--- src/rtl/coax_rx.sv ---
// rtl/coax_rx.sv - 3270 coax biphase receiver; optional parity check via COAX_RX_PARITY_CHECK_EN
module coax_rx #(
    parameter int CLOCKS_PER_BIT   = 8,
    parameter int MIN_QUIESCE_BITS = 5
) (
    input  logic       clk,
    input  logic       reset_n,
    input  logic       rx,
    output logic       active,
    output logic [9:0] data,
    output logic       strobe,
    output logic       parity_error,
    output logic       error
);

    localparam logic [4:0] C_LO      = 5'(3 * CLOCKS_PER_BIT / 4);
    localparam logic [4:0] C_HI      = 5'(5 * CLOCKS_PER_BIT / 4);
    localparam logic [4:0] C_CV_MIN  = 5'(3 * CLOCKS_PER_BIT / 2 - 2);
    localparam logic [4:0] C_CV_MAX  = 5'(3 * CLOCKS_PER_BIT / 2 + 2);
    localparam logic [4:0] C_CV_LATE = 5'(3 * CLOCKS_PER_BIT / 2 + 3);
    localparam logic [3:0] C_QMIN    = 4'(MIN_QUIESCE_BITS);

    typedef enum logic [2:0] {
        S_IDLE, S_CV_HIGH, S_CV_LOW, S_SYNC, S_DATA, S_PARITY, S_END
    } state_t;

    state_t     r_state, w_nxt_state;
    logic       r_sync1, r_sync2, r_sync_d;
    logic [4:0] r_cnt;
    logic [3:0] r_qcnt, w_nxt_qcnt;
    logic [9:0] r_shift, w_nxt_shift;
    logic [3:0] r_bitidx, w_nxt_bitidx;
    logic       r_seen, w_nxt_seen;
    logic       r_active, w_nxt_active;
    logic [9:0] r_data, w_nxt_data;
    logic       r_strobe, w_nxt_strobe;
    logic       r_perr, w_nxt_perr;
    logic       r_error, w_nxt_error;
    logic       w_restart;

    logic w_edge, w_bit, w_mid, w_missing, w_cv_ok, w_cv_late;

    // Edge classification relative to the last mid-bit edge; a falling edge decodes as '1'
    assign w_edge    = r_sync2 ^ r_sync_d;
    assign w_bit     = ~r_sync2;
    assign w_mid     = w_edge && (r_cnt >= C_LO) && (r_cnt <= C_HI);
    assign w_missing = !w_edge && (r_cnt == C_HI);
    assign w_cv_ok   = (r_cnt >= C_CV_MIN) && (r_cnt <= C_CV_MAX);
    assign w_cv_late = !w_edge && (r_cnt == C_CV_LATE);

    assign active       = r_active;
    assign data         = r_data;
    assign strobe       = r_strobe;
    assign parity_error = r_perr;
    assign error        = r_error;

    // Two-flop synchroniser plus one delayed copy for edge detection; idle line is high
    always_ff @(posedge clk or negedge reset_n) begin
        if (!reset_n) begin
            r_sync1  <= 1'b1;
            r_sync2  <= 1'b1;
            r_sync_d <= 1'b1;
        end else begin
            r_sync1  <= rx;
            r_sync2  <= r_sync1;
            r_sync_d <= r_sync2;
        end
    end

    // Bit-cell timer: restarts on each accepted timing edge, saturates when the line is quiet
    always_ff @(posedge clk or negedge reset_n) begin
        if (!reset_n) begin
            r_cnt <= 5'd0;
        end else if (w_restart) begin
            r_cnt <= 5'd1;
        end else if (r_cnt != 5'd31) begin
            r_cnt <= r_cnt + 5'd1;
        end
    end

    // State and datapath registers
    always_ff @(posedge clk or negedge reset_n) begin
        if (!reset_n) begin
            r_state  <= S_IDLE;
            r_qcnt   <= 4'd0;
            r_shift  <= 10'd0;
            r_bitidx <= 4'd0;
            r_seen   <= 1'b0;
            r_active <= 1'b0;
            r_data   <= 10'd0;
            r_strobe <= 1'b0;
            r_perr   <= 1'b0;
            r_error  <= 1'b0;
        end else begin
            r_state  <= w_nxt_state;
            r_qcnt   <= w_nxt_qcnt;
            r_shift  <= w_nxt_shift;
            r_bitidx <= w_nxt_bitidx;
            r_seen   <= w_nxt_seen;
            r_active <= w_nxt_active;
            r_data   <= w_nxt_data;
            r_strobe <= w_nxt_strobe;
            r_perr   <= w_nxt_perr;
            r_error  <= w_nxt_error;
        end
    end

    // Next-state and output decode; strobe only comes from PARITY, so it never meets error
    always_comb begin
        w_nxt_state  = r_state;
        w_nxt_qcnt   = r_qcnt;
        w_nxt_shift  = r_shift;
        w_nxt_bitidx = r_bitidx;
        w_nxt_seen   = r_seen;
        w_nxt_active = r_active;
        w_nxt_data   = r_data;
        w_nxt_strobe = 1'b0;
        w_nxt_perr   = r_perr;
        w_nxt_error  = 1'b0;
        w_restart    = 1'b0;
        case (r_state)
            S_IDLE: begin
                // Any edge past the boundary zone resynchronises the timer while idle
                if (w_edge && (r_cnt >= C_LO)) begin
                    w_restart = 1'b1;
                    if (!w_bit)
                        w_nxt_qcnt = 4'd0;
                    else if (r_qcnt < C_QMIN)
                        w_nxt_qcnt = r_qcnt + 4'd1;
                end else if (w_missing) begin
                    if ((r_qcnt >= C_QMIN) && r_sync2)
                        w_nxt_state = S_CV_HIGH;
                    w_nxt_qcnt = 4'd0;
                end
            end
            S_CV_HIGH: begin
                if (w_edge) begin
                    if (w_cv_ok && !r_sync2) begin
                        w_nxt_state = S_CV_LOW;
                        w_restart   = 1'b1;
                    end else begin
                        w_nxt_state = S_IDLE;
                        w_nxt_error = 1'b1;
                    end
                end else if (w_cv_late) begin
                    w_nxt_state = S_IDLE;
                    w_nxt_error = 1'b1;
                end
            end
            S_CV_LOW: begin
                if (w_edge) begin
                    if (w_cv_ok && r_sync2) begin
                        w_nxt_state  = S_SYNC;
                        w_nxt_active = 1'b1;
                        w_nxt_seen   = 1'b0;
                        w_restart    = 1'b1;
                    end else begin
                        w_nxt_state = S_IDLE;
                        w_nxt_error = 1'b1;
                    end
                end else if (w_cv_late) begin
                    w_nxt_state = S_IDLE;
                    w_nxt_error = 1'b1;
                end
            end
            S_SYNC: begin
                if (w_mid) begin
                    w_restart = 1'b1;
                    if (w_bit) begin
                        w_nxt_state  = S_DATA;
                        w_nxt_bitidx = 4'd9;
                    end else if (r_seen) begin
                        w_nxt_state = S_END;
                    end else begin
                        w_nxt_state  = S_IDLE;
                        w_nxt_active = 1'b0;
                        w_nxt_error  = 1'b1;
                    end
                end else if (w_missing) begin
                    w_nxt_state  = S_IDLE;
                    w_nxt_active = 1'b0;
                    w_nxt_error  = 1'b1;
                end
            end
            S_DATA: begin
                if (w_mid) begin
                    w_restart   = 1'b1;
                    w_nxt_shift = {r_shift[8:0], w_bit};
                    if (r_bitidx == 4'd0)
                        w_nxt_state = S_PARITY;
                    else
                        w_nxt_bitidx = r_bitidx - 4'd1;
                end else if (w_missing) begin
                    w_nxt_state  = S_IDLE;
                    w_nxt_active = 1'b0;
                    w_nxt_error  = 1'b1;
                end
            end
            S_PARITY: begin
                if (w_mid) begin
                    w_restart    = 1'b1;
                    w_nxt_data   = r_shift;
                    w_nxt_strobe = 1'b1;
                    w_nxt_seen   = 1'b1;
                    w_nxt_state  = S_SYNC;
`ifdef COAX_RX_PARITY_CHECK_EN
                    w_nxt_perr   = w_bit ^ (^r_shift);
`else
                    w_nxt_perr   = 1'b0;
`endif
                end else if (w_missing) begin
                    w_nxt_state  = S_IDLE;
                    w_nxt_active = 1'b0;
                    w_nxt_error  = 1'b1;
                end
            end
            S_END: begin
                if (w_mid) begin
                    w_restart    = 1'b1;
                    w_nxt_state  = S_IDLE;
                    w_nxt_active = 1'b0;
                    w_nxt_error  = 1'b1;
                end else if (w_missing) begin
                    w_nxt_state  = S_IDLE;
                    w_nxt_active = 1'b0;
                end
            end
            default: begin
                w_nxt_state  = S_IDLE;
                w_nxt_active = 1'b0;
            end
        endcase
    end

endmodule

--- config.mk ---
export PLATFORM = sky130hd
export DESIGN_NAME = coax_rx
export DESIGN_NICKNAME = d
export VERILOG_FILES = /design/src/rtl/coax_rx.sv
export SDC_FILE = /design/constraint.sdc
export NUM_CORES = 1
export LEC_CHECK = 0
export ABC_AREA = 1
export BUFFER_PORTS_ARGS = -buffer_cell sky130_fd_sc_hd__buf_4
export CORE_UTILIZATION = 40
export CTS_CLUSTER_DIAMETER = 150
export CTS_CLUSTER_SIZE = 25
export DETAILED_ROUTE_END_ITERATION = 7
export PLACE_DENSITY = 0.65
export SLEW_MARGIN = 20
export SYNTH_ARGS = -nofsm -noshare
export SYNTH_HDL_FRONTEND = slang
export SYNTH_SLANG_ARGS = --single-unit
--- constraint.sdc ---
create_clock -name clk -period 5.4 [get_ports clk]
set_clock_uncertainty 0.2 [all_clocks]
set_input_delay 1.62 -clock clk [delete_from_list [all_inputs] [get_ports clk]]
set_output_delay 1.62 -clock clk [all_outputs]
set_load 0.03 [all_outputs]
# After elaboration in Yosys (flattened, before gate mapping)
# Index checks and enable logic that the tools add are counted.
classes:
  mux: 60
  bitwise_logic: 3
  eq_ne: 24
  reduce_logical: 26
  n_addsub: 3
  magnitude_cmp: 6
ops:
  columns: ["op", "n"]
  rows:
  - ["$mux 3", 14]
  - ["$mux 4", 8]
  - ["$mux 1", 28]
  - ["$ne 2x2->1 const B", 11]
  - ["$pmux 3 s7", 1]
  - ["$eq 5x4->1 const B", 2]
  - ["$le 5x4->1 const B", 2]
  - ["$mux 5", 2]
  - ["$pmux 1 s5", 2]
  - ["$eq 3x3->1 const B", 3]
  - ["$ne 3x3->1 const B", 3]
  - ["$logic_and 1x1->1", 8]
  - ["$pmux 4 s2", 1]
  - ["$reduce_and 4->1", 2]
  - ["$reduce_bool 2->1", 4]
  - ["$eq 3x2->1 const B", 2]
  - ["$reduce_and 6->1", 1]
  - ["$add 5x1->5 const B", 1]
  - ["$ge 5x3->1 const B", 1]
  - ["$ge 5x4->1 const B", 1]
  - ["$ne 5x5->1 const B", 1]
  - ["$reduce_and 5->1", 1]
  - ["$add 4x1->4 const B", 1]
  - ["$ge 4x3->1 const B", 1]
  - ["16 further kinds", 21]
word_totals:
  in_bits: 3
  wordCells: 135
  regBits: 43
  out_inout_bits: 14

# Longest topological paths before layout
depth:
  depth_word: 7
  mapped_depth: 13
  depth_no_buf: 13

# Worst setup path before layout
# Ideal clock, no wire load.
synth_timing:
  path_kind: "reg2out"
  startpoint: "register r_active (netlist: active)"
  endpoint: "output port active"
  required_ns: 3.580
  n_path_buf: 0
  slack_ns: 3.088
  arrival_ns: 0.492
  stages_incl_launch_ff: 1
  cell_sequence: "dfrtp_1"
synth_lines:
  columns: ["item", "line_no", "text"]
  rows:
  - ["start: declaration", "34", "logic r_active, w_nxt_active;"]
  - ["start signal: assignment", "100", "r_active <= w_nxt_active;"]
  - ["end: declaration", "9", "output logic active,"]
# No word-level cell between the ends.

# Final worst setup path
layout_timing:
  startpoint: "register r_active (netlist: active)"
  endpoint: "output port active"
# No word-level cell between the ends.

==> impl_summary.txt <==
----------------------------------------------------
[Setup path]
  Critical path cell sequence ... buf_4
  Required time reported for the critical path endpoint ... roughly 3.6 ns
  Stage delay of the slowest cell on the critical path ... a little over 0.4 ns
  CP max stage cell ... dfrtp_1
  Worst-case register-to-register setup slack ... approximately 3 ns
  Gate family responsible for the most delay along the worst path ... flip-flops
  Worst r2r path cells ... 9
  Data arrival time at the worst-slack endpoint ... 0.89 ns
  Type of destination of the critical path ... output port
  Total number of cells along the worst setup path ... 1
  Worst setup path category ... flip-flop to output port
  Startpoint class of the critical path ... flip-flop
  Critical-path maximum fanout ... 3
  Count of buffering cells on the critical path with inverters included ... 1

[Yosys]
  Yosys warnings ... 0
  Syn nets ... around 300
  Post-synthesis cell type with the largest combined area ... dfrtp_1
  Average footprint of a synthesized cell ... roughly 8 um2
  Number of distinct library cell variants in the gate-level netlist after synthesis ... 33
  Flops & latches, synth ... between 40 and 50
  Top post-synthesis cells by area ... dfrtp_1 (42%), nand2_1 (13%), inv_1 (6.4%)
  Register area share after synthesis ... 45.16%
  Combined area of all synthesized cells ... 2391 um2
  Synthesized instance count ... 296
  Count of flip-flops with a built-in enable after synthesis ... 0
  Fraction of synthesized cell area taken by the top area cell type ... about two fifths
  Async S/R FF share, synth ... 100.0%
  Predominant post-synthesis flop cell ... dfrtp_1

[Floorplan]
  Starting density of the core ... 42.38%
  Die H ... a little under 80 um
  Number of placement rows ... 27
  Die width ... between 70 and 80 um
  I/O pin total ... 17
  Die outline area ... approximately 6300 um2
  Core region area ... 5642 um2

[Clock tree]
  Cts-stage hold buffer count ... 0
  Master cell of the clock root buffer ... clkbuf_8
  Worst-Skew Late Latency ... 0.30 ns
  CTS sink count ... 43
  H-Tree Level Count ... 2
  Clock Path Buffers ... 2
  Buffer count from post-CTS setup fixing ... 0
  Clock buffer count from CTS ... 5
  Number of resized instances in the post-cts repair step ... 0
  Clock slew at the register clock pins of the worst setup and hold paths ... about 0.09 ns
  TritonCTS clock tree ... built

[Place]
  Port Buffer Count ... 15
  Worst setup slack before clock tree synthesis ... roughly 3 ns
  Placed wire-length estimate after detailed placement ... between 3 and 4 mm
  Placer's final routability congestion estimate ... ~0.92

[Run]
  Maximum Capacitance Violations ... 0

[Power]
  Maximum VDD drop ... 0.1759 mV
  Leakage ... 1.342 nW
  Pwr per Cell Area ... around 310 nW/um2
  Total Power Consumption ... between 800 and 900 uW

[Timing]
  Worst slew margin relative to its limit ... a little under three fifths
  Finish-stage setup viols ... 0
  Setup slack after layout ... between 2 and 3 ns
  Final critical-path share of the clock period ... between 50% and 60%
  Unrepaired setup endpoints after global routing ... false
  Final critical-path required period ... between 2 and 3 ns
  Highest achievable clock rate ... between 300 and 400 MHz
  Final Slew Violations ... 0
  Final hold violation count ... 0
  Transition time at the pin with the least slew margin ... slightly below 0.7 ns
  Post-route setup TNS ... 0 ns

[Min path]
  Class of the most critical hold timing path ... flip-flop to flip-flop
  Hold Path Cell Cnt ... 0

[Layout]
  Commonest cells after routing, fill and taps aside ... nand2_1 (80), inv_1 (41), dfrtp_1 (40), nor2_1 (24), o21ai_0 (23)
  Fin nets ... about 330
  Area of combinational cells with multiple inputs ... 1107 um2
  Antenna fix cells ... 0
  Fraction of layout instances using a drive strength above 1 ... 15.61%
  Final Util ... between 40% and 50%
  Area growth, synth to finish ... 10.83%
  Number of filler instances in the final layout ... between 500 and 600
  Flip-flop and latch area ... ~1100 um2
  Leading cell type in the layout, fill and taps excluded ... nand2_1

[GRT]
  Antenna violations before repair ... 0
  Combined global-route utilization of all metal layers ... 16.77%
  Largest net degree at the start of global routing ... 44
  Wire length of the first global-routing pass ... between 8 and 9 mm
  Overflow after GRT ... 0
  Vias in the first global route ... about 1,800

[Route]
  Average via count per standard cell ... about 4.9
  Starting DRC count in detailed routing ... roughly 120
  Average detailed-routed wire length per instance ... 12.13 um
  Overall via count from detail_route ... 1,903
  Routed wire length ... between 4 and 5 mm
  Iteration count of the initial detailed-routing pass ... 4
  DRC Markers ... 0
  Post-DRT Antenna Nets ... 0

[Status]
  Status ... completed

----------------------------------------------------
flip-flops by register name (all words and copies together), names as in the netlist:
| name | flops |
|---|---|
| r_shift | 10 |
| r_seen | 1 |
| r_sync1 | 1 |
| strobe | 1 |
| r_sync_d | 1 |
| r_cnt | 5 |
| data | 10 |
| r_state | 3 |
| r_sync2 | 1 |
| error | 1 |
| active | 1 |
| r_qcnt | 4 |
| r_bitidx | 4 |
Yosys cell counts, types with 2 or more instances:
cell type,count
nand2_1,80
inv_1,41
dfrtp_1,40
nor2_1,24
o21ai_0,23
nand3_1,19
o21ai_2,11
ha_1,9
nand4_1,6
a21oi_1,4
o21ai_1,4
xor2_1,4
dfstp_2,3
nand2_4,3
buf_4,2
buf_6,2
inv_2,2
nor3_1,2
o211ai_1,2
or2_2,2
power breakdown:
part | internal (mW) | switching (mW) | total, mW
registers | 0.346 | 0.0289 | 0.375
logic | 0.0743 | 0.158 | 0.232
clock network | 0.104 | 0.118 | 0.223
total | 0.525 | 0.305 | 0.830
logic make-up after synthesis:
group                    after synthesis  synth area share (%)
AO/OA/AOI/OAI                         48                 12.82
XOR/XNOR                               5                 1.831
adder cells (fa/ha/maj)                9                 4.710
buffers and inverters                 48                 8.529
flip-flops                            43                 45.16
other                                  1                0.1568
AND/OR/NAND/NOR                      142                 26.79
per-stage QoR:
step	std cells	cell area [um2]	hold WS, ns
after detailed placement	378	2551	0.1472
final	386	2650	0.1693
after global routing	386	2650	0.1724
after CTS	386	2650	0.1697
after global placement	378	2551	0.1536
after floorplan	296	2391	0.1452
per-layer routing:
| layer | wire length [um] | GRT usage [%] | vias up | part of all wire [%] |
|---|---|---|---|---|
| met3 | 197 | 3.563 | 13 | 4.2 |
| met2 | 2081 | 26.29 | 44 | 44 |
| met4 | 95 | 7.455 | 0 | 2.0 |
| met5 | 0 | 0 | - | 0 |
| met1 | 2307 | 22.17 | 869 | 49 |
| li1 | - | - | 977 | - |
worst register-to-register path, cell delays in order, from the launching register on:
cell and delay (ns):
dfstp_2 0.61, inv_2 0.11, nand2_4 0.08, nand2_4 0.09
nor2_8 0.17, nand2_4 0.12, nor2_2 0.55, o21ai_1 0.23
nand2_1 0.10, o21ai_1 0.07
area by class of cell:
type                            instances  area share (%)
Multi-Input combinational cell        205           41.78
Sequential cell                        43           40.75
Inverter                               43           6.091
Timing Repair Buffer                   15           4.249
Tap cell                               72           3.399
Clock buffer                            6           3.116
Clock inverter                          2          0.6138
worst paths after layout:
kind,start,end
worst max-delay path,active,active
worst min-delay path,r_sync1,r_sync2
worst max register to register,r_sync2,r_bitidx[0]
worst min register to register,r_sync1,r_sync2
max in group asynchronous,reset_n,r_sync2
min in group asynchronous,reset_n,active
No activity file was read; power rests on OpenSTA's default activity.
